$ cat src/rtl/regfile_writer.sv
// Write-side controller for the register file: queues upstream writes, drains one per clock, or loads INIT_BASE+addr.
// Queued write reaches rf_* one edge after it is buffered; req_ready drops while the request FIFO is full.
module regfile_writer #(
  parameter int                DATA_W     = 8,
  parameter int                ADDR_W     = 3,
  parameter int                FIFO_DEPTH = 4,
  parameter logic [DATA_W-1:0] INIT_BASE  = 8'hAA
) (
  input  logic                        clk,
  input  logic                        reset,
  input  logic                        req_valid,
  output logic                        req_ready,
  input  logic [ADDR_W-1:0]           req_addr,
  input  logic [DATA_W-1:0]           req_data,
  input  logic                        init_start,
  output logic                        rf_load,
  output logic [ADDR_W-1:0]           rf_addr,
  output logic [DATA_W-1:0]           rf_d_in,
  output logic                        busy,
  output logic                        init_done,
  output logic [$clog2(FIFO_DEPTH):0] fifo_level
);
  localparam int PTR_W = $clog2(FIFO_DEPTH);
  localparam int CNT_W = PTR_W + 1;
  localparam logic [ADDR_W-1:0] LAST_ADDR = '1;

  typedef enum logic [1:0] {
    IDLE  = 2'd0,
    DRAIN = 2'd1,
    INIT  = 2'd2
  } state_e;

  typedef struct packed {
    logic [ADDR_W-1:0] addr;
    logic [DATA_W-1:0] data;
  } req_t;

  state_e            state_q, state_d;
  req_t              mem_q [FIFO_DEPTH];
  logic [PTR_W-1:0]  wr_ptr_q, wr_ptr_d;
  logic [PTR_W-1:0]  rd_ptr_q, rd_ptr_d;
  logic [CNT_W-1:0]  count_q, count_d;
  logic [ADDR_W-1:0] init_cnt_q, init_cnt_d;
  logic              rf_load_q, rf_load_d;
  logic [ADDR_W-1:0] rf_addr_q, rf_addr_d;
  logic [DATA_W-1:0] rf_d_in_q, rf_d_in_d;
  logic              init_done_q, init_done_d;
  logic              push, pop, fifo_nempty;
  req_t              head;

  assign fifo_nempty = (count_q != '0);
  assign req_ready   = (count_q != CNT_W'(FIFO_DEPTH));
  assign push        = req_valid && req_ready;
  assign head        = mem_q[rd_ptr_q];

  // Pop decisions use the registered count, so an entry is never popped on the edge that pushes it.
  always_comb begin
    state_d     = state_q;
    init_cnt_d  = init_cnt_q;
    pop         = 1'b0;
    rf_load_d   = 1'b0;
    rf_addr_d   = rf_addr_q;
    rf_d_in_d   = rf_d_in_q;
    init_done_d = 1'b0;
    case (state_q)
      IDLE: begin
        if (init_start) begin
          state_d    = INIT;
          init_cnt_d = '0;
        end else if (fifo_nempty) begin
          state_d = DRAIN;
          pop     = 1'b1;
        end
      end
      DRAIN: begin
        if (fifo_nempty) pop = 1'b1;
        else             state_d = IDLE;
      end
      INIT: begin
        rf_load_d  = 1'b1;
        rf_addr_d  = init_cnt_q;
        rf_d_in_d  = INIT_BASE + DATA_W'(init_cnt_q);
        init_cnt_d = init_cnt_q + ADDR_W'(1);
        if (init_cnt_q == LAST_ADDR) begin
          init_done_d = 1'b1;
          state_d     = fifo_nempty ? DRAIN : IDLE;
        end
      end
      default: state_d = IDLE;
    endcase
    if (pop) begin
      rf_load_d = 1'b1;
      rf_addr_d = head.addr;
      rf_d_in_d = head.data;
    end
  end

  always_comb begin
    wr_ptr_d = push ? wr_ptr_q + PTR_W'(1) : wr_ptr_q;
    rd_ptr_d = pop  ? rd_ptr_q + PTR_W'(1) : rd_ptr_q;
    count_d  = count_q;
    if (push && !pop)      count_d = count_q + CNT_W'(1);
    else if (pop && !push) count_d = count_q - CNT_W'(1);
  end

  always_ff @(posedge clk or negedge reset) begin
    if (!reset) begin
      state_q     <= IDLE;
      wr_ptr_q    <= '0;
      rd_ptr_q    <= '0;
      count_q     <= '0;
      init_cnt_q  <= '0;
      rf_load_q   <= 1'b0;
      rf_addr_q   <= '0;
      rf_d_in_q   <= '0;
      init_done_q <= 1'b0;
    end else begin
      state_q     <= state_d;
      wr_ptr_q    <= wr_ptr_d;
      rd_ptr_q    <= rd_ptr_d;
      count_q     <= count_d;
      init_cnt_q  <= init_cnt_d;
      rf_load_q   <= rf_load_d;
      rf_addr_q   <= rf_addr_d;
      rf_d_in_q   <= rf_d_in_d;
      init_done_q <= init_done_d;
    end
  end

  always_ff @(posedge clk) begin
    if (push) mem_q[wr_ptr_q] <= '{addr: req_addr, data: req_data};
  end

  assign rf_load    = rf_load_q;
  assign rf_addr    = rf_addr_q;
  assign rf_d_in    = rf_d_in_q;
  assign init_done  = init_done_q;
  assign busy       = (state_q != IDLE) || fifo_nempty;
  assign fifo_level = count_q;

endmodule

$ cat config.mk
export PLATFORM = sky130hd
export DESIGN_NAME = regfile_writer
export DESIGN_NICKNAME = d
export VERILOG_FILES = /design/src/rtl/regfile_writer.sv
export SDC_FILE = /design/constraint.sdc
export NUM_CORES = 1
export LEC_CHECK = 0
export CORE_MARGIN = 5
export CORE_UTILIZATION = 30
export CTS_BUF_LIST = sky130_fd_sc_hd__clkbuf_16
export DETAILED_ROUTE_END_ITERATION = 6
export HOLD_SLACK_MARGIN = 0.15
export PLACE_DENSITY = 0.44
export SETUP_SLACK_MARGIN = 0.05
export SLEW_MARGIN = 20
export SYNTH_ARGS = -nofsm -noshare
export SYNTH_HDL_FRONTEND = slang
export SYNTH_SLANG_ARGS = --single-unit
$ cat constraint.sdc
create_clock -name clk -period 3.6 [get_ports clk]
set_input_delay 0.36 -clock clk [delete_from_list [all_inputs] [get_ports clk]]
set_output_delay 0.36 -clock clk [all_outputs]
set_load 0.01 [all_outputs]
* After elaboration in Yosys (flattened, before gate mapping)
Memory sizes are Yosys's and may differ from the RTL's. Cells that the tools add are included.
Operators by class: $add $sub $neg 6, equal/unequal tests 8, muxes and demuxes 23, reduce and logical (&&, ||, !) cells 14
Operators with widths (number):
- $mux W8 | 2
- $mux W3 | 5
- $mux W1 | 9
- $add A8 B3 Y8 const A | 1
- $mux W2 | 4
- $reduce_bool A2 Y1 | 4
- $add A3 B1 Y3 const B | 2
- $ne A2 B2 Y1 const B | 3
- $ne A3 B3 Y1 const B | 2
- $pmux W2 S3 | 1
- $pmux W3 S2 | 1
- $add A2 B1 Y2 const B | 2
- $eq A3 B3 Y1 const B | 1
- $logic_and A1 B1 Y1 | 3
- $reduce_and A3 Y1 | 1
- $reduce_bool A3 Y1 | 1
- $sub A3 B1 Y3 const B | 1
- $eq A2 B1 Y1 const B | 1
- $eq A2 B2 Y1 const B | 1
- $logic_not A1 Y1 | 2
- $logic_not A2 Y1 | 1
- $pmux W1 S2 | 1
- $reduce_and A2 Y1 | 1
- $logic_or A1 B1 Y1 | 1
Word-level totals: bits in registers 25, bits in writable memories 44, input bits 15, output and inout bits 18, word-level logic and storage cells 61, memories 1
Memory list:
- mem_q | depth 4, width 11, read ports 1, clocked after memory_dff 0, write ports 1, RTL line 39 | req_t mem_q [FIFO_DEPTH];

* Longest topological paths before layout
depth after elaboration 7, gate-level depth with buffers 11

* Least setup slack after synthesis
Ideal clock, no wire load.
kind register to register, start point register count_q[1], in the netlist fifo_level[1], end point register count_q[2], in the netlist fifo_level[2], setup time 79 ps, arrival 2299 ps, path slack 1222 ps, cell stages (with the launch flop) 12, period minus slack after synthesis 2378 ps, cells stage by stage dfrtp_1 -> or3_1 -> buf_6 -> and3_4 -> buf_6 -> inv_2 -> ha_1 -> inv_1 -> fa_1 -> xor2_1 -> nor2_1 -> xor2_1
On the way: word-level cells in the longest chain between the ends 7, elaborated cells between the ends (all ways) 15, those cells by class add/sub (2); eq/ne (1); mux (5); reduce/logical (7)
Ends and longest elaborated chain:
- from (decl) | RTL line 42 | logic [CNT_W-1:0] count_q, count_d;
- from (signal assigned) | RTL line 121 | count_q <= count_d;
- $reduce_bool A3 Y1 | RTL line 51 | assign fifo_nempty = (count_q != '0);
- $mux W1 | RTL line 70, 76
- $mux W1 | RTL line 67 | if (init_start) begin
- $pmux W1 S2 | RTL line 65 | case (state_q)
- $logic_not A1 Y1 | RTL line 102 | if (push && !pop) count_d = count_q + CNT_W'(1);
- $logic_and A1 B1 Y1 | RTL line 102
- $mux W3 or $reduce_bool A2 Y1 (tied branches)
Parallel ways exist; a longest one is shown, timed or not. The select of a mux whose other input is x is not followed. A chain may end at the register's enable or synchronous reset.

* Worst setup path in the final report
start point register count_q[1], in the netlist fifo_level[1], end point output port busy
On the way: word-level cells in the longest chain between the ends 2
Ends and longest elaborated chain:
- $reduce_bool A3 Y1 | RTL line 51
- $logic_or A1 B1 Y1 | RTL line 138 | assign busy = (state_q != IDLE) || fifo_nempty;
- to (decl) | RTL line 19 | output logic busy,
No other way between the ends.

==> impl_metrics.tcl <==
set metrics [dict create \
    status "finished clean" \
    cts_tree "yes" \
    clk_path_buf_depth 2 \
    fin_crit_sh_pct 72.53 \
    max-vdd-ir-drop_mv 0.2638 \
    slew_headroom_pct 47.22 \
    path_max_fanout 10 \
    num_rows 35 \
    ant_nets 0 \
    path_cells "or3_1, or3_2, clkdlybuf4s50_1" \
    fmax_ghz 0.3830 \
    viasPerCell 4.761 \
    synth_top_area_share_pct 46.73 \
    ys_seq_area_share_pct 68.85 \
    core-area_um2 9196 \
    critical_path.max_stage_delay_ns 0.54 \
    syn-num-nets 189 \
    netlist_area_um2 2828 \
    worst_hold_startpoint "rf_d_in[0]$_DFFE_PN0P_" \
    cp.required_ns 3.24 \
    antenna_found_initial 0 \
    fp.dieArea_um2 11470 \
    cap_violations 0 \
    final_util_pct 38.23 \
    grt.total_usage_pct 10.68 \
    finClkSkew_ns 0.005488 \
    cts_buffers 9 \
    gp_congestion 0.7201 \
    port_buffers 32 \
    grt_max_degree 26 \
    grt_pass1_wl_um 9066 \
    start_util_pct 30.75 \
    hp-class "reg -> reg" \
    hpwl_um 3865 \
    synth_area_leaders "edfxtp_1 47%, dfrtp_1 22%, mux4_2 8.8%, ha_1 3.5%, mux2i_1 1.8%" \
    setup_tns_ns 0 \
    wl_per_cell_um 17.58 \
    place_ws_ns 0.9746 \
    overflow 0 \
    arrival_ns 2.25 \
    ys_warn_count 0 \
    r2r-end "fifo_level[2]$_DFFE_PN0P_" \
    h-tree-depth 3 \
    grt_pass1_vias 1691 \
    drive_above_1_share_pct 15.46 \
    holdPathEnd "rf_d_in[0]$_DFFE_PN0P_" \
    r2r-start "fifo_level[1]$_DFFE_PN0P_" \
    clkTransAtPathRegs_ns 0.05 \
    dr.pass1.iters 4 \
    yosys.area.top_type "edfxtp_1" \
    syn_to_final_growth_pct 24.34 \
    critPathKind "reg -> out" \
    drv_slew 0 \
    power_leakage_nw 1.298 \
    cp_slowest_cell "or3_1" \
    finalWirelength_um 5589 \
    clock_sinks 69 \
    powerDensity_nw_per_um2 876.2 \
    worstMarginPinSlew_ns 0.7917 \
    final_common_cell "edfxtp_1" \
    clk_latency_ns 0.32 \
    fin_ws_ns 0.9888 \
    num_vias 1514 \
    rsz0062_at_grt "false" \
    die_w_um 107.1 \
    period_minus_slack_ns 2.611 \
    cts_root_buffer "clkbuf_16" \
    hold_violations 0 \
    fin_nets 226 \
    synth_cells 165 \
    r2r_setup_slack_ns 1.10 \
    die_h_um 107.1 \
    drc 0 \
    drtIter0Drc 51 \
    avgSynthCellArea_um2 17.14 \
    path_buf_inv 1 \
    cts_setup_buffers 0 \
    setup_viol 0 \
    min_path_cells 1 \
    cp_top_family "simple AND/OR/NAND/NOR gates" \
    worstRegToRegCells 9 \
    synth_seq_cells 69 \
    layout_common_cells "44 x edfxtp_1, 31 x clkdlybuf4s50_1, 25 x dfrtp_1" \
    synthDistinctLibCells 33 \
    end_kind "output pin" \
    startpoint_type "flip-flop" \
    antenna_cells 0 \
    fillers 855 \
    io_pins 33 \
]
[cells by family (layout without fill, tap and decap cells)]
logic type,after synthesis,count (layout),share of synthesized area (%)
AOI/OAI and AO/OA,17,17,4.115
DFF,69,69,68.85
muxes,20,20,12.12
adders and majority gates,9,9,4.248
buffers and inverters,15,57,2.920
xor gates and xnor gates,6,6,1.858
and+or+nand+nor,29,29,5.885
[synthesized netlist by cell type]
cell	n
a21boi_1	1
a21oi_1	1
a221o_1	3
a22o_1	2
a22oi_1	1
a31oi_1	1
and2_1	7
and3_4	1
buf_4	1
buf_6	3
clkbuf_1	3
clkinv_1	1
dfrtp_1	25
edfxtp_1	44
fa_1	1
ha_1	8
inv_1	6
inv_2	1
mux2_2	4
mux2i_1	5
mux4_2	11
nand2_1	3
nand2b_1	2
nand4_1	7
nor2_1	5
nor2b_1	1
nor3_1	1
o21ai_0	7
o21bai_1	1
or3_1	1
or3_2	1
xnor2_1	4
xor2_1	2
[power breakdown]
part,leakage (nW),total [mW],switching [mW],internal (mW)
clock,0.140,0.800,0.303,0.496
combinational,0.458,0.990,0.466,0.524
sequential,0.700,1.29,0.197,1.09
total,1.30,3.08,0.967,2.11
[flip-flops by register name (all words and copies together), names as in the netlist]
name / count
rf_load: 1
init_cnt_q: 3
rf_d_in: 8
rd_ptr_q: 2
mem_q: 44
wr_ptr_q: 2
rf_addr: 3
init_done: 1
fifo_level: 3
state_q: 2
[cell type report]
| class | instances | area [um2] | share of cell area, % |
|---|---|---|---|
| Multi-Input combinational cell | 81 | 798.3 | 22.70 |
| Timing Repair Buffer | 33 | 325.3 | 9.253 |
| Inverter | 8 | 30.03 | 0.8541 |
| Sequential cell | 69 | 1947 | 55.37 |
| Clock buffer | 10 | 250.2 | 7.117 |
| Tap cell | 111 | 138.9 | 3.950 |
| Clock inverter | 6 | 26.28 | 0.7473 |
[layer usage]
metal	GRT usage, %	up-vias	share of wire, %
met3	2.830	8	4.3
met5	0	-	0
met2	17.69	32	50
met1	12.84	776	45
met4	5.205	0	1.4
li1	-	698	-
[how the worst max path moves through the flow]
stage                               from                   endpoint  cells after the start
2_1_floorplan  fifo_level[1]$_DFFE_PN0P_  fifo_level[2]$_DFFE_PN0P_                     11
3_3_place_gp                  init_start  fifo_level[2]$_DFFE_PN0P_                     10
6_report       fifo_level[1]$_DFFE_PN0P_                       busy                      3
4_1_cts        fifo_level[0]$_DFFE_PN0P_                       busy                      3
3_5_place_dp                  init_start  fifo_level[2]$_DFFE_PN0P_                     10
5_1_grt        fifo_level[0]$_DFFE_PN0P_                       busy                      3
[through the flow]
step / area [um2] / instances / total power [mW] / hold WS [ns]
final: 3516 / 318 / 3.081 / 0.5155
after global routing: 3516 / 318 / 3.292 / 0.5602
after CTS: 3516 / 318 / 3.134 / 0.5172
after detailed placement: 3229 / 301 / 2.326 / 0.3934
after global placement: 3234 / 301 / 2.297 / 0.5192
after floorplan: 2828 / 165 / 1.931 / 0.06441
[repair_timing]
action / 4_1_cts / 5_1_grt
gates resized for setup: 0 / 0
endpoints found under the hold margin: 25 / 0
hold buffers: 1 / 0
No activity file was read; power rests on OpenSTA's default activity.
